==> src/rtl/image_encoder.sv <==
// image_encoder: captures a 64-bit 8x8 binary image and streams it out as indexed row slices over valid/ready
module image_encoder #(
  parameter int SLICE_W    = 8,
  parameter int NUM_SLICES = 8,
  parameter int SEL_W      = 3
) (
  input  logic                          clk,
  input  logic                          rst,
  input  logic                          en,
  input  logic                          load_i,
  input  logic [SLICE_W*NUM_SLICES-1:0] image_i,
  input  logic                          ready_i,
  output logic [SLICE_W-1:0]            slice_o,
  output logic [SEL_W-1:0]              sel_o,
  output logic                          valid_o,
  output logic                          last_o,
  output logic                          busy_o,
  output logic                          done_o
);
  typedef enum logic [1:0] {IDLE, SEND, DONE} state_t;
  localparam logic [SEL_W-1:0] LAST = SEL_W'(NUM_SLICES - 1);
  state_t                          state;
  logic [SLICE_W*NUM_SLICES-1:0]   img;
  logic [SEL_W-1:0]                nxt;
  logic                            xfer;
  logic                            cap;
  assign nxt  = sel_o + 1'b1;
  // en gates the handshake so a frozen slice is re-presented rather than consumed
  assign xfer = valid_o && ready_i && en;
  assign cap  = load_i && en && state != SEND;
  always_ff @(posedge clk or negedge rst) begin
    if (!rst) begin
      state   <= IDLE;
      img     <= '0;
      slice_o <= '0;
      sel_o   <= '0;
      valid_o <= 1'b0;
      last_o  <= 1'b0;
      busy_o  <= 1'b0;
      done_o  <= 1'b0;
    end else if (cap) begin
      state   <= SEND;
      img     <= image_i;
      slice_o <= image_i[SLICE_W-1:0];
      sel_o   <= '0;
      valid_o <= 1'b1;
      last_o  <= NUM_SLICES == 1;
      busy_o  <= 1'b1;
      done_o  <= 1'b0;
    end else if (state == SEND) begin
      if (xfer && sel_o == LAST) begin
        state   <= DONE;
        valid_o <= 1'b0;
        last_o  <= 1'b0;
        busy_o  <= 1'b0;
        done_o  <= 1'b1;
      end else begin
        if (xfer) begin
          sel_o   <= nxt;
          slice_o <= img[int'(nxt)*SLICE_W +: SLICE_W];
        end
        valid_o <= en;
        last_o  <= en && (xfer ? nxt : sel_o) == LAST;
      end
    end else begin
      state   <= IDLE;
      valid_o <= 1'b0;
      last_o  <= 1'b0;
      busy_o  <= 1'b0;
      done_o  <= 1'b0;
    end
  end
endmodule

==> config.mk <==
export PLATFORM = sky130hd
export DESIGN_NAME = image_encoder
export DESIGN_NICKNAME = d
export VERILOG_FILES = /design/src/rtl/image_encoder.sv
export SDC_FILE = /design/constraint.sdc
export NUM_CORES = 1
export LEC_CHECK = 0
export BUFFER_PORTS_ARGS = -buffer_cell sky130_fd_sc_hd__buf_2
export CELL_PAD_IN_SITES_DETAIL_PLACEMENT = 2
export CELL_PAD_IN_SITES_GLOBAL_PLACEMENT = 2
export CORE_MARGIN = 2
export CORE_UTILIZATION = 25
export DETAILED_ROUTE_END_ITERATION = 8
export PLACE_DENSITY_LB_ADDON = 0.2
export SLEW_MARGIN = 30
export SYNTH_ARGS = -nofsm -noshare
export SYNTH_HDL_FRONTEND = slang
export SYNTH_SLANG_ARGS = --single-unit
==> constraint.sdc <==
create_clock -name clk -period 3.1 [get_ports clk]
set_clock_uncertainty 0.1 [all_clocks]
set_input_delay 0.62 -clock clk [delete_from_list [all_inputs] [get_ports clk]]
set_output_delay 0.62 -clock clk [all_outputs]
set_load 0.005 [all_outputs]
Word level (Yosys, flattened, before mapping). Index checks and enable logic that the tools add are counted.

Register bits after elaboration: 81. Input bits: 69. Output and inout bits: 15.

Add/subtract/negate cells: 1. Equality and inequality tests: 6. Shift operators: 1. Mux-type cells: 23. Reductions and logical operators: 10.

Operator list (count): 64-bit by 7-bit variable part select with 8-bit output (1); 8-bit 2-to-1 mux (4); 1-bit 2-to-1 mux (12); 3-bit 2-to-1 mux (4); 3-bit equality test (second input constant) (2); 1-bit logical AND (6); 2-bit 2-to-1 mux (3); 2-bit nonzero test (2); 3-bit by 1-bit adder with 3-bit output (second input constant) (1); 3-bit by 2-bit != test with 1-bit output (second input constant) (1); 3-bit AND reduction (1); 2-bit by 1-bit equality test with 1-bit output (second input constant) (1); 2-bit by 1-bit != test with 1-bit output (second input constant) (1); 2-bit != test (second input constant) (1); 2-bit AND reduction (1).

Logic depth before layout (Yosys ltp). Gate-level depths: netlist of run 1.

Depth in word-level cells: 8. Gate-level depth with buffers: 7.

Worst setup path after synthesis of run 1. Ideal clock, no wire load.

Kind: flip-flop to flip-flop. Start: register sel_o[0]. End: register slice_o[4]. Arrival time: 1.839 ns. Required time: 2.870 ns. Setup slack: 1.031 ns. Stages on the path, launching flop included: 8. Path buffers: 2. Clock period less this slack: 2.069 ns. Path through: dfrtp_1 ha_1 ha_1 buf_2 buf_1 mux4_2 nand3b_1 nand4_1.

Longest elaborated chain between the ends: 6. Elaborated cells on any way between the ends: 10.

Ends and longest elaborated chain: from (decl) (RTL line 14) `output logic [SEL_W-1:0] sel_o,`; from (signal assigned) (RTL line 59) `sel_o <= nxt;`; 3-bit by 1-bit adder with 3-bit output (RTL line 27) `assign nxt = sel_o + 1'b1;`; 64-bit by 7-bit variable part select with 8-bit output (RTL line 60) `slice_o <= img[int'(nxt)*SLICE_W +: SLICE_W];`; 8-bit 2-to-1 mux (RTL line 58) `if (xfer) begin`; 8-bit 2-to-1 mux (RTL line 51) `if (xfer && sel_o == LAST) begin`; 8-bit 2-to-1 mux (RTL line 50) `end else if (state == SEND) begin`; 8-bit 2-to-1 mux (RTL line 41) `end else if (cap) begin`; to (signal assigned) (RTL line 44) `slice_o <= image_i[SLICE_W-1:0];`; to (signal assigned) (RTL line 60); to (decl) (RTL line 13) `output logic [SLICE_W-1:0] slice_o,`.

Parallel ways exist; a longest one is shown, timed or not. The select of a mux whose other input is x is not followed. A chain may end at the register's enable or synchronous reset.

Worst setup path after layout of run 1.
Start: register sel_o[1]. End: register slice_o[3].

Same word-level chain as after synthesis.

==> results of run 1 <==
[layout by cell type, fill, tap and decap left out]
cell type and instances:
or3_1 1, o2bb2ai_1 3, and3_2 1, a22oi_1 2, nor3_2 1, nand3_1 12
clkinv_4 1, a21oi_1 1, nor4b_2 1, nand2_1 192, nor3_1 2, ha_1 2
a21oi_2 1, nor4b_1 1, clkbuf_16 9, o21ai_1 2, buf_4 7, nand4_1 6
clkinv_2 4, buf_12 1, dfrtp_1 79, a31oi_1 1, a211oi_2 2, clkbuf_8 1
buf_2 82, mux4_2 7, mux2i_1 1, nor2_1 3, nand3b_1 6, mux4_1 9
nand3_2 2, nand2b_1 1, clkinvlp_4 1, nor2b_1 2, inv_1 2, o21ai_0 4
[stage by stage]
step	setup slack, ns	power [uW]	utilization (%)	cells
3_3_place_gp	0.8681	3275	29.33	621
5_1_grt	0.6710	4618	31.24	637
6_report	0.8100	4279	31.24	637
4_1_cts	0.7667	4369	31.24	637
2_1_floorplan	1.031	2807	-	371
3_5_place_dp	0.7712	3349	29.33	621
[metal layers]
metal | wire length (um) | part of all wire, % | vias up
met5 | 0 | 0 | -
met4 | 151 | 1.4 | 0
met3 | 423 | 4.1 | 13
met2 | 4546 | 44 | 71
met1 | 5315 | 51 | 1401
li1 | - | - | 1379
[cells by family (layout without fill, tap and decap cells)]
kind of cell / after synthesis / count (layout) / synth area share (%)
compound gates: 16 / 16 / 3.210
fa+ha+maj: 2 / 2 / 0.6903
buf+inv: 26 / 108 / 3.659
flops: 79 / 79 / 54.54
mux: 17 / 17 / 11.15
simple gates: 231 / 231 / 26.75
[path summary, 6_finish.rpt]
| check | from | end | slack [ns] | cells after the start |
|---|---|---|---|---|
| worst min-delay path | rst | img[15] | 0.20 | 1 |
| min in group clk | img[18] | img[18] | 0.36 | 2 |
| worst max-delay path | sel_o[1] | slice_o[3] | 0.81 | 7 |
| max in group asynchronous | rst | img[1] | 1.98 | 2 |
| worst min register to register | img[18] | img[18] | 0.36 | 2 |
| worst max register to register | sel_o[1] | slice_o[3] | 0.81 | 7 |
[cell type report]
class	count	area, um2	share of cell area, %
sequential	79	1977	44.04
clock inverter	6	36.28	0.8082
multi-input combinational	266	1516	33.78
inverter	2	7.507	0.1672
clock buffer	10	239.0	5.323
tap	184	230.2	5.128
timing repair buffer	90	483.0	10.76
[where the power goes]
group	internal [uW]	total (uW)	switching [uW]
clock network	559	979	420
registers	1520	1820	298
logic	691	1480	791
[state kept, by name (all words and copies together), names as in the netlist]
name / cells
done_o: 1
last_o: 1
sel_o: 3
img: 64
state: 1
slice_o: 8
valid_o: 1
==> impl_metrics.env, run 1 <==
export IMPL_synth_edf_count=0
export IMPL_grt_util_met2_pct=21.05
export IMPL_power_density_mw_per_mm2=953.1
export IMPL_yosysWarnings=0
export IMPL_drc_errors=0
export IMPL_grt_usage_pct=14.26
export IMPL_ys_async_sr_fraction_pct=100.0
export IMPL_synthFlopType="dfrtp_1"
export IMPL_die_width_um=124.4
export IMPL_dieArea_mm2=0.01548
export IMPL_cp_end_kind="register"
export IMPL_cts_buffers=9
export IMPL_gr_total_overflow=0
export IMPL_postPlaceCellArea_mm2=0.004214
export IMPL_relSlewSlack_pct=54.39
export IMPL_grt_pass1_vias=3192
export IMPL_use_met3_pct=3.007
export IMPL_postCtsResizedCells=0
export IMPL_die_y_um=124.4
export IMPL_first_iter_violations=108
export IMPL_antenna_cells=0
export IMPL_num_nets_final=519
export IMPL_syn_nets=442
export IMPL_syn2layout_area_growth_pct=23.85
export IMPL_worstSkewPairLatency_ns=0.34
export IMPL_period_share_pct=73.87
export IMPL_timing_worst_setup_path_type="reg2reg"
export IMPL_nFillCells=1617
export IMPL_crit_chain="ha_1 > ha_1 > buf_4 > mux4_1 > nor2b_1 > a211oi_2 > o21ai_1"
export IMPL_fmax_ghz=0.4367
export IMPL_antenna_found_initial=0
export IMPL_synth_top_area_share_pct=54.54
export IMPL_rsz0062_at_grt="no"
export IMPL_worstSetupStartpointType="register"
export IMPL_fp_row_count=44
export IMPL_p_leak_uw=0.002372
export IMPL_max_cap_violations=0
export IMPL_ys_seq_area_share_pct=54.54
export IMPL_vias=2864
export IMPL_fin_area_mm2=0.004489
export IMPL_setup_viol_count_final=0
export IMPL_finalSetupTns_ns=0
export IMPL_grt_max_degree=74
export IMPL_hold_class="in2async"
export IMPL_yosys_top_cells_count="nand2_1 (192), dfrtp_1 (79), nand3_1 (12)"
export IMPL_tightest_slew_ns=0.6842
export IMPL_cts_sinks=79
export IMPL_cp_required_ns=3.22
export IMPL_globalplace_congestion=0.7432
export IMPL_vdd_drop_max_mv=0.2970
export IMPL_viasPerCell=4.496
export IMPL_drive_gt1_share_pct=26.71
export IMPL_drt_wirelength_per_cell_um=16.38
export IMPL_cts_tree="built"
export IMPL_crit_buf_inv=1
export IMPL_cts_path_max_buffers=2
export IMPL_drv_slew=0
export IMPL_hold_violations=0
export IMPL_critPathTopFamily="adder cells"
export IMPL_hpwlAfterDp_um=7374
export IMPL_syn_area_mm2=0.003625
export IMPL_cts_clk_slew_worst_paths_ns=0.06
export IMPL_worst_hold_slack_ns=0.2045
export IMPL_synth_cell_types=34
export IMPL_fin_crit_ns=2.290
export IMPL_top_usage_layer="met2"
export IMPL_run_status="complete, no violations"
export IMPL_first_pass_iters=4
export IMPL_core_area_mm2=0.01437
export IMPL_met1_usage_pct=20.46
export IMPL_yosys_area_top_type="dfrtp_1"
export IMPL_ctsHoldBuffers=0
export IMPL_grt_pass1_wl_um=17280
export IMPL_htree_levels=3
export IMPL_yosysMostFrequentCell="nand2_1"
export IMPL_synth_seq_cells=79
export IMPL_syn_inst=371
export IMPL_cts_root_buf="clkbuf_16"
export IMPL_ant_nets=0
export IMPL_start_util_pct=25.23
export IMPL_synthTopCellsByArea="dfrtp_1 (55%), nand2_1 (20%), mux4_1 (6.5%), mux4_2 (4.3%), nand3_1 (1.7%)"
export IMPL_cts_setup_buffers=0
export IMPL_io_pins=84
export IMPL_routed_wl_um=10440
export IMPL_slowest_delay_ns=0.43
export IMPL_crit_fanout=12
export IMPL_avgSynthCellArea_um2=9.770
export IMPL_io_buffers=83
export IMPL_path_common_cell="ha_1"
export IMPL_worst_path_max_delay_cell="dfrtp_1"
export IMPL_worstPathArrival_ns=2.41
(Power assumes the default switching activity.)
==> run 2, diff against run 1 <==
- ABC_AREA: not set -> 1
- clock period: 3.1 -> 2.3 ns (I/O delays scaled with it)
==> run 2 against run 1 <==
  * Synthesized area increased by 2.6%
  * Register-to-register slack got worse by 0.33 ns
  * Combinational power increased by 69%
  * Synthesized cell count increased by 25%
  * Count of clock-buffer cells in the layout increased by 1
  * Cell area increased by 2.6%
  * Worst hold slack improved by 0.0088 ns
  * Via count increased by 15%
  * Global-route usage increased by 1.5 points
  * Die area increased by 2.5%
==> impl_metrics.env, run 2 <==
export IMPL_run_status="complete, no violations"
export IMPL_tightest_slew_ns=0.5235
export IMPL_yosys_top_cells_count="nand2_1 (175), dfrtp_1 (79), inv_1 (44)"
export IMPL_instances_no_fill=734
export IMPL_syn2layout_area_growth_pct=23.89
export IMPL_yosys_area_top_type="dfrtp_1"
export IMPL_cell_internal_pwr_uw=3850
export IMPL_top_usage_layer="met2"
export IMPL_worst_hold_slack_ns=0.2132
export IMPL_die_width_um=126.0
export IMPL_syn_inst=465
export IMPL_swShare_pct=39.78
export IMPL_hold_violations=0
export IMPL_start_util_pct=25.59
export IMPL_drc_errors=0
export IMPL_cts_tree="built"
export IMPL_globalplace_congestion=0.7801
export IMPL_pwr_share_comb_pct=39.1
export IMPL_relSlewSlack_pct=65.10
export IMPL_switchingPower_uw=2543
export IMPL_first_pass_iters=4
export IMPL_avgSynthCellArea_um2=7.997
export IMPL_dieArea_mm2=0.01587
export IMPL_syn_nets=536
export IMPL_rsz0062_at_grt="no"
export IMPL_synthTopCellsByArea="dfrtp_1 (53%), nand2_1 (18%), o21ai_0 (5.5%), inv_1 (4.4%), nand3_1 (4.3%)"
export IMPL_cp_end_kind="output port"
export IMPL_finalSetupTns_ns=0
export IMPL_hpwlAfterDp_um=8655
export IMPL_largest_reg_flops=64
export IMPL_postCtsResizedCells=0
export IMPL_nFillCells=1699
export IMPL_timing_worst_setup_path_type="reg2out"
export IMPL_htree_levels=3
export IMPL_antenna_found_initial=0
export IMPL_cts_buffers=9
export IMPL_grt_usage_pct=15.71
export IMPL_synth_cell_types=23
export IMPL_drt_wirelength_per_cell_um=16.06
export IMPL_core_area_mm2=0.01453
export IMPL_cts_clk_slew_worst_paths_ns=0.06
export IMPL_power_frac_seq_pct=37.9
export IMPL_fin_crit_ns=1.914
export IMPL_p_leak_uw=0.002407
export IMPL_io_buffers=83
export IMPL_vias=3301
export IMPL_reg2reg_from="sel_o[0]"
export IMPL_holdPathEnd="img[62]"
export IMPL_gr_total_overflow=0
export IMPL_r2r_setup_slack_ns=0.48
export IMPL_fp_row_count=44
export IMPL_use_met3_pct=2.846
export IMPL_power_density_mw_per_mm2=1388
export IMPL_placed_cells=718
export IMPL_yosysWarnings=0
export IMPL_synth_top_area_share_pct=53.16
export IMPL_worstPathArrival_ns=1.35
export IMPL_crit_fanout=50
export IMPL_worstSkewPairLatency_ns=0.35
export IMPL_top_register="img"
export IMPL_num_nets_final=617
export IMPL_grt_util_met2_pct=25.40
export IMPL_max_cap_violations=0
export IMPL_final_common_cell="nand2_1"
export IMPL_post_place_ws_ns=0.4310
export IMPL_viasPerCell=4.497
export IMPL_fin_ws_ns=0.3859
export IMPL_worstSetupStartpointType="register"
export IMPL_antenna_cells=0
export IMPL_vdd_drop_max_mv=0.3697
export IMPL_cp_required_ns=1.74
export IMPL_r2r_end="slice_o[6]"
export IMPL_post_route_util_pct=31.70
export IMPL_grt_max_degree=51
export IMPL_largest_registers="img: 64 flops, slice_o: 8 flops, sel_o: 3 flops"
export IMPL_syn_area_mm2=0.003719
export IMPL_grt_pass1_vias=3674
export IMPL_io_pins=84
export IMPL_whs_path_depth=3
export IMPL_ant_nets=0
export IMPL_period_share_pct=83.22
export IMPL_drv_slew=0
export IMPL_r2r_worst_path_cells=6
export IMPL_final_cell_mix="nand2_1 (175), buf_2 (82), dfrtp_1 (79)"
export IMPL_pwr_share_clk_pct=23.0
export IMPL_synth_seq_cells=79
export IMPL_first_iter_violations=99
export IMPL_hold_class="in2reg"
export IMPL_met1_usage_pct=20.92
export IMPL_ys_async_sr_fraction_pct=100.0
export IMPL_drive_gt1_share_pct=21.27
export IMPL_cts_root_buf="clkbuf_16"
export IMPL_grt_pass1_wl_um=19480
export IMPL_fmax_ghz=0.5224
export IMPL_die_y_um=126.0
export IMPL_synthFlopType="dfrtp_1"
export IMPL_cts_sinks=79
export IMPL_synth_edf_count=0
export IMPL_ys_seq_area_share_pct=53.16
export IMPL_worstHoldStart="image_i[62]"
export IMPL_cts_path_max_buffers=2
export IMPL_setup_viol_count_final=0
export IMPL_yosysMostFrequentCell="nand2_1"
export IMPL_routed_wl_um=11790
run 2: changes by cell type after synthesis, moves of 6 or more:
cell	delta
buf_4	+6
nand4_1	-6
o211ai_1	+10
nand3_1	+20
mux4_2	-7
mux4_1	-9
o21ai_0	+37
nor2_1	+19
a21oi_1	+10
clkbuf_1	-6
o21ai_1	+8
nand3b_1	-6
nand2_1	-17
inv_1	+42
run 2: repair_timing:
action                                  CTS  global route
endpoints found under the setup margin    0             0
hold buffers                              1             0
setup buffers                             0             0
endpoints found under the hold margin    25             0
run 2: metrics by stage:
| stage | power (uW) | instance area (um2) |
|---|---|---|
| 2_1_floorplan | 4063 | 3719 |
| 3_3_place_gp | 4888 | 4299 |
| 3_5_place_dp | 5001 | 4299 |
| 4_1_cts | 6527 | 4607 |
| 5_1_grt | 6979 | 4607 |
| 6_report | 6394 | 4607 |
run 2: critical path, cell delays in order (launching register included):
cell and delay (ns):
dfrtp_1 0.35, buf_4 0.45, buf_2 0.21
run 2: cell type report:
| cell class | count | area (um2) | share of cell area, % |
|---|---|---|---|
| tap | 184 | 230.2 | 4.997 |
| clock buffer | 11 | 252.7 | 5.486 |
| multi-input combinational | 313 | 1390 | 30.17 |
| inverter | 49 | 183.9 | 3.992 |
| sequential | 79 | 1977 | 42.91 |
| clock inverter | 4 | 45.04 | 0.9777 |
| timing repair buffer | 94 | 528.0 | 11.46 |
run 2: worst max-delay path by stage:
stage,from,endpoint,slack [ns],cells after the start
after floorplan,sel_o[0],last_o,0.62,8
after global placement,sel_o[0],slice_o[6],0.45,6
after detailed placement,sel_o[0],slice_o[6],0.43,6
after CTS,sel_o[0],sel_o[0],0.35,2
after global routing,sel_o[0],sel_o[0],0.31,2
final,sel_o[0],sel_o[0],0.39,2
run 2: routing by layer:
layer,routed length [um],up-vias
met5,0,-
met4,235,0
met3,453,15
met2,5521,65
met1,5577,1606
li1,-,1615
run 2: cell families after synthesis:
family                     count (synthesis)  synth area share [%]
xor gates and xnor gates                   1                0.2356
DFF                                       79                 53.16
AOI/OAI and AO/OA                         76                 11.17
buffers and inverters                     73                 9.455
adders and majority gates                  2                0.6728
and+or+nand+nor                          234                 25.30
run 2: power by group through the flow:
stage                     registers (uW)  logic, uW  clock network (uW)
after CTS                           2440       2580                1510
after global placement              2430       2450                   0
after global routing                2500       2900                1570
after floorplan                     2330       1730                   0
final                               2420       2500                1470
after detailed placement            2450       2550                   0
==> run 3, diff against run 2 <==
- clock period: 2.3 -> 1.7 ns (I/O delays scaled with it)
==> run 3 against run 2 <==
  * Power rose by 39%
  * First-iteration DRC count rose by 55%
  * Count of clock-buffer cells in the layout rose by 1
  * Worst hold slack got worse by 0.11 ns
  * Global-route usage fell by 0.34 points
  * Combinational power rose by 42%
  * Register-to-register slack got worse by 0.39 ns
  * Non-clock buffer count rose by 5
  * Critical path type unchanged
  * Sequential power rose by 36%
==> impl_metrics.env, run 3 (synthesis gave the netlist of run 2 again) <==
export IMPL_cts_buffers=9
export IMPL_crit_fanout=50
export IMPL_holdPathEnd="img[54]"
export IMPL_cts_sinks=79
export IMPL_io_pins=84
export IMPL_num_nets_final=622
export IMPL_die_y_um=126.0
export IMPL_r2r_end="slice_o[5]"
export IMPL_gr_total_overflow=0
export IMPL_antenna_cells=0
export IMPL_start_util_pct=25.59
export IMPL_vdd_drop_max_mv=0.5419
export IMPL_hold_class="in2reg"
export IMPL_drc_errors=0
export IMPL_fmax_ghz=0.6162
export IMPL_p_leak_uw=0.002444
export IMPL_largest_reg_flops=64
export IMPL_cts_tree="built"
export IMPL_post_place_ws_ns=-0.1202
export IMPL_htree_levels=3
export IMPL_power_density_mw_per_mm2=1876
export IMPL_hold_violations=0
export IMPL_r2r_setup_slack_ns=0.09
export IMPL_hpwlAfterDp_um=8538
export IMPL_vias=3320
export IMPL_timing_worst_setup_path_type="reg2out"
export IMPL_fin_crit_ns=1.623
export IMPL_grt_pass1_wl_um=19140
export IMPL_whs_path_depth=3
export IMPL_first_pass_iters=4
export IMPL_max_cap_violations=0
export IMPL_setup_viol_count_final=0
export IMPL_grt_usage_pct=15.38
export IMPL_largest_registers="img: 64 flops, slice_o: 8 flops, sel_o: 3 flops"
export IMPL_period_share_pct=95.47
export IMPL_cts_clk_slew_worst_paths_ns=0.06
export IMPL_drt_wirelength_per_cell_um=15.52
export IMPL_worstSetupStartpointType="register"
export IMPL_fin_ws_ns=0.07708
export IMPL_routed_wl_um=11490
export IMPL_tightest_slew_ns=0.4557
export IMPL_worst_hold_slack_ns=0.1007
export IMPL_die_width_um=126.0
export IMPL_syn2layout_area_growth_pct=27.29
export IMPL_antenna_found_initial=0
export IMPL_core_area_mm2=0.01453
export IMPL_first_iter_violations=153
export IMPL_dieArea_mm2=0.01587
export IMPL_relSlewSlack_pct=69.62
export IMPL_reg2reg_from="sel_o[0]"
export IMPL_io_buffers=83
export IMPL_cp_end_kind="output port"
export IMPL_grt_pass1_vias=3757
export IMPL_worstPathArrival_ns=1.18
export IMPL_drv_slew=0
export IMPL_top_register="img"
export IMPL_grt_max_degree=80
export IMPL_run_status="complete, no violations"
export IMPL_drive_gt1_share_pct=22.48
export IMPL_worstHoldStart="image_i[54]"
export IMPL_final_cell_mix="nand2_1 (175), buf_2 (82), dfrtp_1 (78)"
export IMPL_r2r_worst_path_cells=7
export IMPL_cts_path_max_buffers=2
export IMPL_globalplace_congestion=0.7705
export IMPL_ant_nets=0
export IMPL_cts_root_buf="clkbuf_16"
export IMPL_cp_required_ns=1.26
export IMPL_final_common_cell="nand2_1"
export IMPL_fp_row_count=44
export IMPL_nFillCells=1711
export IMPL_viasPerCell=4.486
export IMPL_worstSkewPairLatency_ns=0.34
[run 3: cell types whose count changed in the layout (fill, tap and decap cells not counted), sizes merged]
cell / previous run / this run
clkinv: 3 / 2
bufinv: 1 / 2
buf: 93 / 98
clkbuf: 11 / 12
[run 3: layer usage]
metal	vias to the layer above	global-route usage [%]	wire, um
met5	-	0	0
met3	12	3.568	471
met1	1618	20.39	5452
li1	1629	-	-
met2	61	24.92	5379
met4	0	4.977	182
[run 3: critical path: stages (launching register included)]
cell     delay, ns
dfrtp_2       0.41
buf_12        0.24
buf_2         0.18
[run 3: layout make-up]
| type | count | area [um2] | area share (%) |
|---|---|---|---|
| flip-flops and latches | 79 | 1978 | 41.79 |
| multi-input cells | 313 | 1413 | 29.84 |
| repair buffers | 99 | 619.3 | 13.08 |
| clock buffers | 12 | 236.5 | 4.996 |
| well taps | 184 | 230.2 | 4.864 |
| inverters | 49 | 186.4 | 3.939 |
| clock inverters | 4 | 70.07 | 1.480 |
[run 3: worst max path at each step]
stage | from | end | slack (ns)
after floorplan | sel_o[0] | last_o | 0.02
final | sel_o[0] | sel_o[0] | 0.08
after detailed placement | sel_o[0] | slice_o[6] | -0.12
after global routing | sel_o[0] | slice_o[5] | -0.007
after global placement | sel_o[0] | slice_o[6] | -0.06
after CTS | sel_o[0] | sel_o[0] | 0.02
[run 3: power by group]
part,switching [uW],leakage (uW),internal [uW]
Combinational,2190,0.00131,1370
Clock,745,0.000151,1280
Sequential,497,0.000981,2800
Total,3430,0.00244,5450
[run 3: stage by stage]
step                      setup TNS, ns  area [um2]  utilization [%]  power (uW)  instances
after floorplan                       0        3719                -        5497        465
after detailed placement        -0.3914        4359            29.99        6864        721
after CTS                             0        4698            32.33        9003        740
after global routing           -0.01359        4733            32.57        9743        740
final                                 0        4733            32.57        8881        740
after global placement         -0.06628        4359            29.99        6700        721
[run 3: what timing repair did]
action | CTS | global route
pin swaps | 0 | 1
buffers inserted | 2 | 0
hold buffers | 1 | 0
gates cloned | 0 | 0
hold endpoints to repair | 79 | 0
resized for setup | 2 | 11
setup endpoints to repair | 9 | 10
